**config.mk**
```make
export PLATFORM = sky130hd
export DESIGN_NAME = sha1_block_sched
export DESIGN_NICKNAME = d
export VERILOG_FILES = /design/src/rtl/sha1_block_sched.sv
export SDC_FILE = /design/constraint.sdc
export NUM_CORES = 1
export LEC_CHECK = 0
export CAP_MARGIN = 5
export CORE_MARGIN = 2
export CORE_UTILIZATION = 52
export DETAILED_ROUTE_END_ITERATION = 6
export PLACE_DENSITY = 0.92
export RECOVER_POWER = 25
export SLEW_MARGIN = 20
export SYNTH_ARGS = -nofsm -noshare
export SYNTH_HDL_FRONTEND = slang
export SYNTH_SLANG_ARGS = --single-unit
```
**constraint.sdc**
```tcl
create_clock -name clk -period 4.6 [get_ports clk]
set_clock_uncertainty 0.15 [all_clocks]
set_input_delay 0.46 -clock clk [delete_from_list [all_inputs] [get_ports clk]]
set_output_delay 0.46 -clock clk [all_outputs]
set_load 0.01 [all_outputs]
```
**src/rtl/sha1_block_sched.sv**
```systemverilog
// Block sequencer for the SHA-1 core. It double-buffers one 16-word host block,
// loads and starts the core, chains blocks of a message and holds the digest.
module sha1_block_sched (
    input  logic         clk,
    input  logic         reset,
    input  logic         in_valid,
    output logic         in_ready,
    input  logic [31:0]  in_data,
    input  logic         in_first,
    input  logic         in_last,
    output logic         core_load,
    output logic [31:0]  core_data,
    output logic         core_start,
    output logic [159:0] core_cv,
    output logic         core_use_prev_cv,
    input  logic         core_busy,
    input  logic         core_out_valid,
    input  logic [159:0] core_cv_next,
    output logic         digest_valid,
    output logic [159:0] digest,
    input  logic         digest_ready,
    output logic         busy
);
    localparam logic [159:0] IV = 160'h67452301_EFCDAB89_98BADCFE_10325476_C3D2E1F0;

    typedef enum logic [2:0] {IDLE, LOAD, START, WAIT, HOLD} state_t;

    state_t      state;
    state_t      state_next;
    logic [31:0] buffer [16];
    logic [4:0]  count;
    logic [3:0]  load_idx;
    logic        buf_first;
    logic        buf_last;
    logic        msg_open;
    logic        blk_last;
    logic        blk_prev;
    logic        first_eff;
    logic        accept;
    logic        capture;

    assign in_ready  = (count < 5'd16) && (state != LOAD);
    assign accept    = in_valid && in_ready;
    assign first_eff = buf_first || !msg_open;
    assign core_cv   = IV;
    assign busy      = (state != IDLE) || (count != 5'd0);
    assign core_data = core_load ? buffer[load_idx] : 32'h0;

    always_ff @(posedge clk) begin
        if (reset) begin
            state <= IDLE;
        end else begin
            state <= state_next;
        end
    end

    always_comb begin
        state_next       = state;
        core_load        = 1'b0;
        core_start       = 1'b0;
        core_use_prev_cv = 1'b0;
        capture          = 1'b0;
        case (state)
            IDLE: begin
                if ((count == 5'd16) && !core_busy) begin
                    state_next = LOAD;
                end
            end
            LOAD: begin
                core_load        = 1'b1;
                core_use_prev_cv = !first_eff;
                if (load_idx == 4'd15) begin
                    state_next = START;
                end
            end
            START: begin
                // The buffer may already be refilling, so use the flag latched at LOAD exit.
                core_start       = 1'b1;
                core_use_prev_cv = blk_prev;
                state_next       = WAIT;
            end
            WAIT: begin
                if (core_out_valid) begin
                    if (!blk_last) begin
                        state_next = IDLE;
                    end else if (!digest_valid || digest_ready) begin
                        capture    = 1'b1;
                        state_next = IDLE;
                    end else begin
                        state_next = HOLD;
                    end
                end
            end
            HOLD: begin
                if (!digest_valid || digest_ready) begin
                    capture    = 1'b1;
                    state_next = IDLE;
                end
            end
            default: state_next = IDLE;
        endcase
    end

    always_ff @(posedge clk) begin
        if (accept) begin
            buffer[count[3:0]] <= in_data;
        end
    end

    always_ff @(posedge clk) begin
        if (reset) begin
            count        <= 5'd0;
            load_idx     <= 4'd0;
            buf_first    <= 1'b0;
            buf_last     <= 1'b0;
            msg_open     <= 1'b0;
            blk_last     <= 1'b0;
            blk_prev     <= 1'b0;
            digest_valid <= 1'b0;
            digest       <= 160'h0;
        end else begin
            if (accept) begin
                count <= count + 5'd1;
                if (count == 5'd0) begin
                    buf_first <= in_first;
                end
                if (count == 5'd15) begin
                    buf_last <= in_last;
                end
            end
            if (state == LOAD) begin
                load_idx <= load_idx + 4'd1;
                if (load_idx == 4'd15) begin
                    count    <= 5'd0;
                    blk_last <= buf_last;
                    blk_prev <= !first_eff;
                end
            end
            if (core_start) begin
                msg_open <= 1'b1;
            end
            // A capture wins over the host draining the previous digest.
            if (capture) begin
                digest       <= core_cv_next;
                digest_valid <= 1'b1;
                msg_open     <= 1'b0;
            end else if (digest_valid && digest_ready) begin
                digest_valid <= 1'b0;
            end
        end
    end
endmodule

```
=== After elaboration in Yosys (flattened, before gate mapping) ===
Memories as Yosys holds them, arrays and structs flattened. A register that Yosys moved wholly into a read port is not among the register bits.
Cells that the tools add are included.

* Memories: 1
* Register bits after elaboration: 178
* Memory bits (writable): 512
* Word-level logic and storage cells: 71

* Equality and inequality tests: 12
* Order comparisons: 1
* Reductions and logical operators: 21
* Add/sub/neg operators: 2
* Multiplexer cells: 24

{| class="wikitable"
|+ Memory list
! memory !! depth !! width !! rd ports !! clocked after memory_dff !! wr ports !! line !! source
|-
| buffer || 16 || 32 || 1 || 1 || 1 || 30 || <nowiki>logic [31:0] buffer [16];</nowiki>
|}

{| class="wikitable"
|+ Operator list
! kind !! count
|-
| two-way mux 32 bit || 1
|-
| two-way mux 3 bit || 6
|-
| two-way mux 5 bit || 3
|-
| one-hot mux 3 bit (5 select lines) || 1
|-
| two-way mux 1 bit || 9
|-
| two-way mux 4 bit || 2
|-
| inequality test 2 bit (second input constant) || 4
|-
| equality test 3 x 2 -> 1 bit (second input constant) || 2
|-
| AND reduction 2 bit || 3
|-
| adder 5 x 1 -> 5 bit (second input constant) || 1
|-
| equality test 5 x 4 -> 1 bit (second input constant) || 1
|-
| equality test 5 bit (second input constant) || 1
|-
| zero test 5 bit || 1
|-
| < comparator 5 bit (second input constant) || 1
|-
| nonzero test 5 bit || 1
|-
| adder 4 x 1 -> 4 bit (second input constant) || 1
|-
| equality test 4 bit (second input constant) || 1
|-
| logical AND 1 bit || 4
|-
| zero test 1 bit || 4
|-
| one-hot mux 1 bit (2 select lines) || 2
|-
| AND reduction 4 bit || 1
|-
| equality test 3 x 1 -> 1 bit (second input constant) || 1
|-
| equality test 3 bit (second input constant) || 1
|-
| zero test 3 bit || 1
|-
| 5 further kinds || 7
|}

=== Logic depth before layout (Yosys ltp) ===
Gate-level depths: netlist of the first run.

* Word-level depth: 7
* Gate-level depth with buffers: 9
* Depth with buffers taken out: 6

=== Least setup slack after synthesis of the first run ===
OpenSTA, ideal clock, no wires.

* Kind: register to register
* Start point: reg state[0]
* End point: mem buffer[2][0] (enable)
* Required time: 3,989 ps
* Cell stages (with the launch flop): 8
* Slack: 540 ps
* Arrival time: 3,449 ps
* Library setup time: 461 ps
* Cells stage by stage: dfxtp_1 -> buf_4 -> or3b_1 -> buf_6 -> and3_1 -> clkbuf_1 -> nand2_1 -> nor3_1

* Cells in the longest elaborated chain, start to end: 5

{| class="wikitable"
|+ RTL lines
! what !! line !! source
|-
| start, declared || 28 || <nowiki>state_t state;</nowiki>
|-
| start signal, assigned || 53 || <nowiki>state <= state_next;</nowiki>
|-
| inequality test 3 x 1 -> 1 bit || 42 || <nowiki>assign in_ready = (count < 5'd16) && (state != LOAD);</nowiki>
|-
| logical AND 1 bit || 42 ||
|-
| logical AND 1 bit || 43 || <nowiki>assign accept = in_valid && in_ready;</nowiki>
|-
| two-way mux 1 bit || 105 || <nowiki>if (accept) begin</nowiki>
|-
| two-way mux 1 bit (not written as such) || 106 || <nowiki>buffer[count[3:0]] <= in_data;</nowiki>
|-
| end, declared || 30 ||
|}

Every way passes these cells.

=== Final worst setup path of the first run ===
* Start point: reg state[0]
* End point: out core_data[29]

* Cells in the longest elaborated chain, start to end: 3

{| class="wikitable"
|+ RTL lines
! what !! line !! source
|-
| equality test 3 x 1 -> 1 bit || 63 || <nowiki>case (state)</nowiki>
|-
| two-way mux 1 bit || 63 ||
|-
| two-way mux 32 bit || 47 || <nowiki>assign core_data = core_load ? buffer[load_idx] : 32'h0;</nowiki>
|-
| end, declared || 12 || <nowiki>output logic [31:0] core_data,</nowiki>
|}

Every way passes these cells.

==> out/qor.txt, run 1 <==
STATUS
--------------------------------------------------------------------------------
Outcome                                                             finished, final reports clean

PLACED DESIGN
--------------------------------------------------------------------------------
Placed cell count                                                           2767
Port buffer count                                                            397
Area post-placement                                                   0.0327 mm²
Hpwl dp                                                                 43800 µm
Final weighted congestion in routability-driven placement                  0.830

PWR
--------------------------------------------------------------------------------
Net switching fraction of the power                                        0.211
Pleak                                                                    11.4 nW
Maximum VDD drop                                                          259 µV
Sequential fraction of design power                                        0.527
P_int                                                                    10.2 mW
Overall power consumption                                                12.9 mW
Combinational power share                                                  0.040
Pwr per Cell Area                                                     369 mW/mm²
Clock power share                                                          0.432
Net Switching                                                            2.72 mW

LOGIC SYNTHESIS
--------------------------------------------------------------------------------
Top FF cell, synth                                                  sky130_fd_sc_hd__edfxtp_1
Number of synthesized flops with an enable pin                               512
YS warnings                                                                    0
Synth Instances                                                             1744
Avg Synthesized Cell Area                                               16.4 µm²
Distinct cell type count of the synthesized netlist                           42
Register area share after synthesis                                        0.665
Async SR Flop Fraction                                                         0
Post-synthesis instance area                                          0.0286 mm²
Flop and latch count out of synthesis                                        694

CTS
--------------------------------------------------------------------------------
Hold buffer count at cts                                                       0
Number of clock buffers inserted by TritonCTS                                 71
Clock sink total                                                             694
Number of buffers inserted to repair setup after CTS                           0
CTS Root Cell                                                       sky130_fd_sc_hd__clkbuf_16
Post-cts repair resize count                                                   0
CTS H-Tree Depth                                                               3
TritonCTS clock tree                                                       built
Later-pin clock latency in the skew report                                590 ps
Clk pin slew, worst setup/hold paths                                       60 ps
Clock Tree Buf Depth                                                           3

DIE
--------------------------------------------------------------------------------
Number of placement rows                                                      85
# IOs                                                                        558
Effective utilization at floorplan                                         0.529
Area enclosed by the die boundary                                     0.0569 mm²
Die width                                                                 239 µm
Core area                                                             0.0541 mm²
DIE HEIGHT                                                                239 µm

ROUTING
--------------------------------------------------------------------------------
Starting DRC count in detailed routing                                      1111
Number of iterations in the first detailed-routing pass                        4
Wire length after detailed routing                                      71100 µm
Routed Antenna Nets                                                            0
Post-route DRC violation count                                                 0
Vias per std cell                                                           5.51
Routed len/inst                                                          24.5 µm
Detailed-route via count                                                   16000

GRT
--------------------------------------------------------------------------------
Number of antenna violations at the first check in global routing             13
GRT overflow                                                                   0
Maximum number of pins on one net before global-route repair                 189
Total global routing track utilization                                     0.249
Via count of the first global-routing pass                                 16500
Global-route wire length before repair                                 104000 µm

CELLS AND AREA
--------------------------------------------------------------------------------
Count of nets after finishing                                               2350
Ratio of cells with drive above 1 in the final layout                      0.134
Leading cell type in the layout, fill and taps excluded             sky130_fd_sc_hd__edfxtp_1
Fin area                                                              0.0350 mm²
Count of fill cells added during filler insertion                           3584
Top library cells by usage in the layout, fill and taps aside       sky130_fd_sc_hd__edfxtp_1, sky130_fd_sc_hd__clkdlybuf4s50_1, sky130_fd_sc_hd__nand2b_1, sky130_fd_sc_hd__dfxtp_1, sky130_fd_sc_hd__mux2i_1
Flip-flop and latch area                                              0.0190 mm²
Combined area of the multi-input logic cells                         0.00842 mm²
Layout overhead on the synthesized area                                    22.1%
Final cell count without fillers                                            2902

CRITICAL PATH
--------------------------------------------------------------------------------
Gate family responsible for the most delay along the worst path     buffers and inverters
Sort of element at the start of the critical path                      flip-flop
Arrival time worst endpoint                                              3590 ps
CP Class                                                            flip-flop to output pin
Cells along the critical path                                       or3b_1, inv_6, and3_1, buf_4, a22o_1, a221o_1, clkdlybuf4s50_1
Crit-path slowest cell                                              sky130_fd_sc_hd__clkdlybuf4s50_1
Element type at the critical path end                                 output pin
CP Data Required Time                                                    3990 ps
Peak fanout along the critical path                                           23
Largest incremental delay on the critical path                            570 ps
Number of buffer and inverter stages on the critical path                      3

STA
--------------------------------------------------------------------------------
Final-report max-slew violation count                                          0
Hold WS                                                                   277 ps
Final Setup Violations                                                         0
Final Critical Period                                                    4200 ps
Total Negative Setup Slacks                                                 0 ps
Max_slew headroom                                                          0.379
RSZ-0062 raised after global routing                                       false
Slew at the pin closest to its max-slew limit                             932 ps
Final worst path period share                                              0.914
Achievable clock frequency                                               238 MHz
Hold violation count in the final report                                       0

RUN
--------------------------------------------------------------------------------
Maximum Capacitance Violations                                                 0

MIN PATH
--------------------------------------------------------------------------------
Worst min-delay path category                                       primary input to flip-flop

## area by class of cell
class	count	area share
clock buffers	91	0.0557
flip-flops and latches	694	0.544
inverters	8	0.00100
diodes	4	0.000286
multi-input cells	935	0.241
clock inverters	40	0.00884
well taps	696	0.0249
repair buffers	434	0.124
## layer usage
metal,share of wire,vias up,GRT usage
met1,0.33,7980,0.272
met2,0.55,841,0.464
met5,0.00023,-,0
met4,0.035,2,0.0966
met3,0.084,151,0.0611
li1,-,7003,-
## cell usage after synthesis, types with 2 or more instances
master	number	share of area
sky130_fd_sc_hd__edfxtp_1	512	0.54
sky130_fd_sc_hd__nand2b_1	324	0.071
sky130_fd_sc_hd__dfxtp_1	182	0.13
sky130_fd_sc_hd__mux2i_1	166	0.058
sky130_fd_sc_hd__buf_4	163	0.043
sky130_fd_sc_hd__mux4_2	127	0.10
sky130_fd_sc_hd__clkbuf_1	50	0.0066
sky130_fd_sc_hd__a22o_1	32	0.0098
sky130_fd_sc_hd__a221o_1	31	0.011
sky130_fd_sc_hd__nor2_1	27	0.0035
sky130_fd_sc_hd__buf_6	26	0.010
sky130_fd_sc_hd__buf_2	23	0.0040
sky130_fd_sc_hd__nand2_1	11	0.0014
sky130_fd_sc_hd__inv_1	7	0.00092
sky130_fd_sc_hd__a21oi_1	6	0.0010
sky130_fd_sc_hd__ha_1	6	0.0026
sky130_fd_sc_hd__nor3_1	6	0.0010
sky130_fd_sc_hd__and3_1	5	0.0011
sky130_fd_sc_hd__nand4_1	4	0.00087
sky130_fd_sc_hd__xor2_1	4	0.0012
sky130_fd_sc_hd__nand3_1	3	0.00052
sky130_fd_sc_hd__nor3b_1	3	0.00079
sky130_fd_sc_hd__a22oi_1	2	0.00052
sky130_fd_sc_hd__buf_1	2	0.00026
sky130_fd_sc_hd__conb_1	2	0.00026
sky130_fd_sc_hd__nor2_2	2	0.00044
sky130_fd_sc_hd__nor2b_1	2	0.00044
sky130_fd_sc_hd__xnor2_1	2	0.00061
## worst reg2reg max path, cell delays in order (launching register included)
cell	delay, ps
sky130_fd_sc_hd__dfxtp_1	460
sky130_fd_sc_hd__or3b_1	330
sky130_fd_sc_hd__and3_1	370
sky130_fd_sc_hd__nand2_1	260
sky130_fd_sc_hd__nor2_4	740
sky130_fd_sc_hd__buf_4	320
## worst paths after layout
kind,startpoint,to,slack (ps),depth (start not counted)
worst min-delay path,core_cv_next[110],digest[110]$_SDFFE_PP0P_,280,3
worst min register to register,digest[136]$_SDFFE_PP0P_,digest[136]$_SDFFE_PP0P_,320,2
worst max-delay path,state[0]$_SDFFE_PP0P_,core_data[29],400,7
worst max register to register,state[2]$_SDFFE_PP0P_,buffer[9][8]$_DFFE_PP_,1670,5
## logic make-up (layout without fill, tap and decap cells)
kind of cell    count (synthesis)  after routing  synth area share
mux                           294            294             0.158
buf+inv                       273            573            0.0658
flops                         694            694             0.665
simple gates                  394            394            0.0834
compound gates                 75             75            0.0232
other cells                     2            164          0.000262
fa+ha+maj                       6              6           0.00262
xor+xnor                        6              6           0.00184
## stage by stage
step                       util  setup WS (ps)
after global routing      0.646            254
after global placement    0.604           1100
final                     0.646            397
after CTS                 0.646            384
after detailed placement  0.604           1010
after floorplan               -            540
## power by group through the flow
stage | sequential [mW] | combinational [mW] | clock, mW
after global routing | 6.80 | 0.560 | 5.91
after CTS | 6.80 | 0.518 | 5.67
after floorplan | 6.93 | 0.324 | 0
final | 6.80 | 0.518 | 5.57
after detailed placement | 6.93 | 0.514 | 0
after global placement | 6.92 | 0.494 | 0
## state kept, by name (all words and copies together) (netlist names), named ones only
signal	cells
blk_last	1
buffer	512
blk_prev	1
msg_open	1
buf_last	1
buf_first	1
count	5
state	3
load_idx	4
digest	160
digest_valid	1
(Power assumes the default switching activity.)
==> run 2: changes to the inputs <==
--- a/config.mk
+++ b/config.mk
@@ -5,7 +5,7 @@
 export SDC_FILE = /design/constraint.sdc
 export NUM_CORES = 1
 export LEC_CHECK = 0
-export CAP_MARGIN = 5
+export CAP_MARGIN = 10
 export CORE_MARGIN = 2
 export CORE_UTILIZATION = 52
 export DETAILED_ROUTE_END_ITERATION = 6
==> results of run 2 <==
No change in the layout: final DEF, timing and power equal those of run 1.
==> run 3: changes to the inputs <==
--- a/config.mk
+++ b/config.mk
@@ -11,6 +11,7 @@
 export DETAILED_ROUTE_END_ITERATION = 6
 export PLACE_DENSITY = 0.92
 export RECOVER_POWER = 25
+export SKIP_CTS_REPAIR_TIMING = 1
 export SLEW_MARGIN = 20
 export SYNTH_ARGS = -nofsm -noshare
 export SYNTH_HDL_FRONTEND = slang
==> results of run 3 <==
No change in the layout: final DEF, timing and power equal those of run 1.
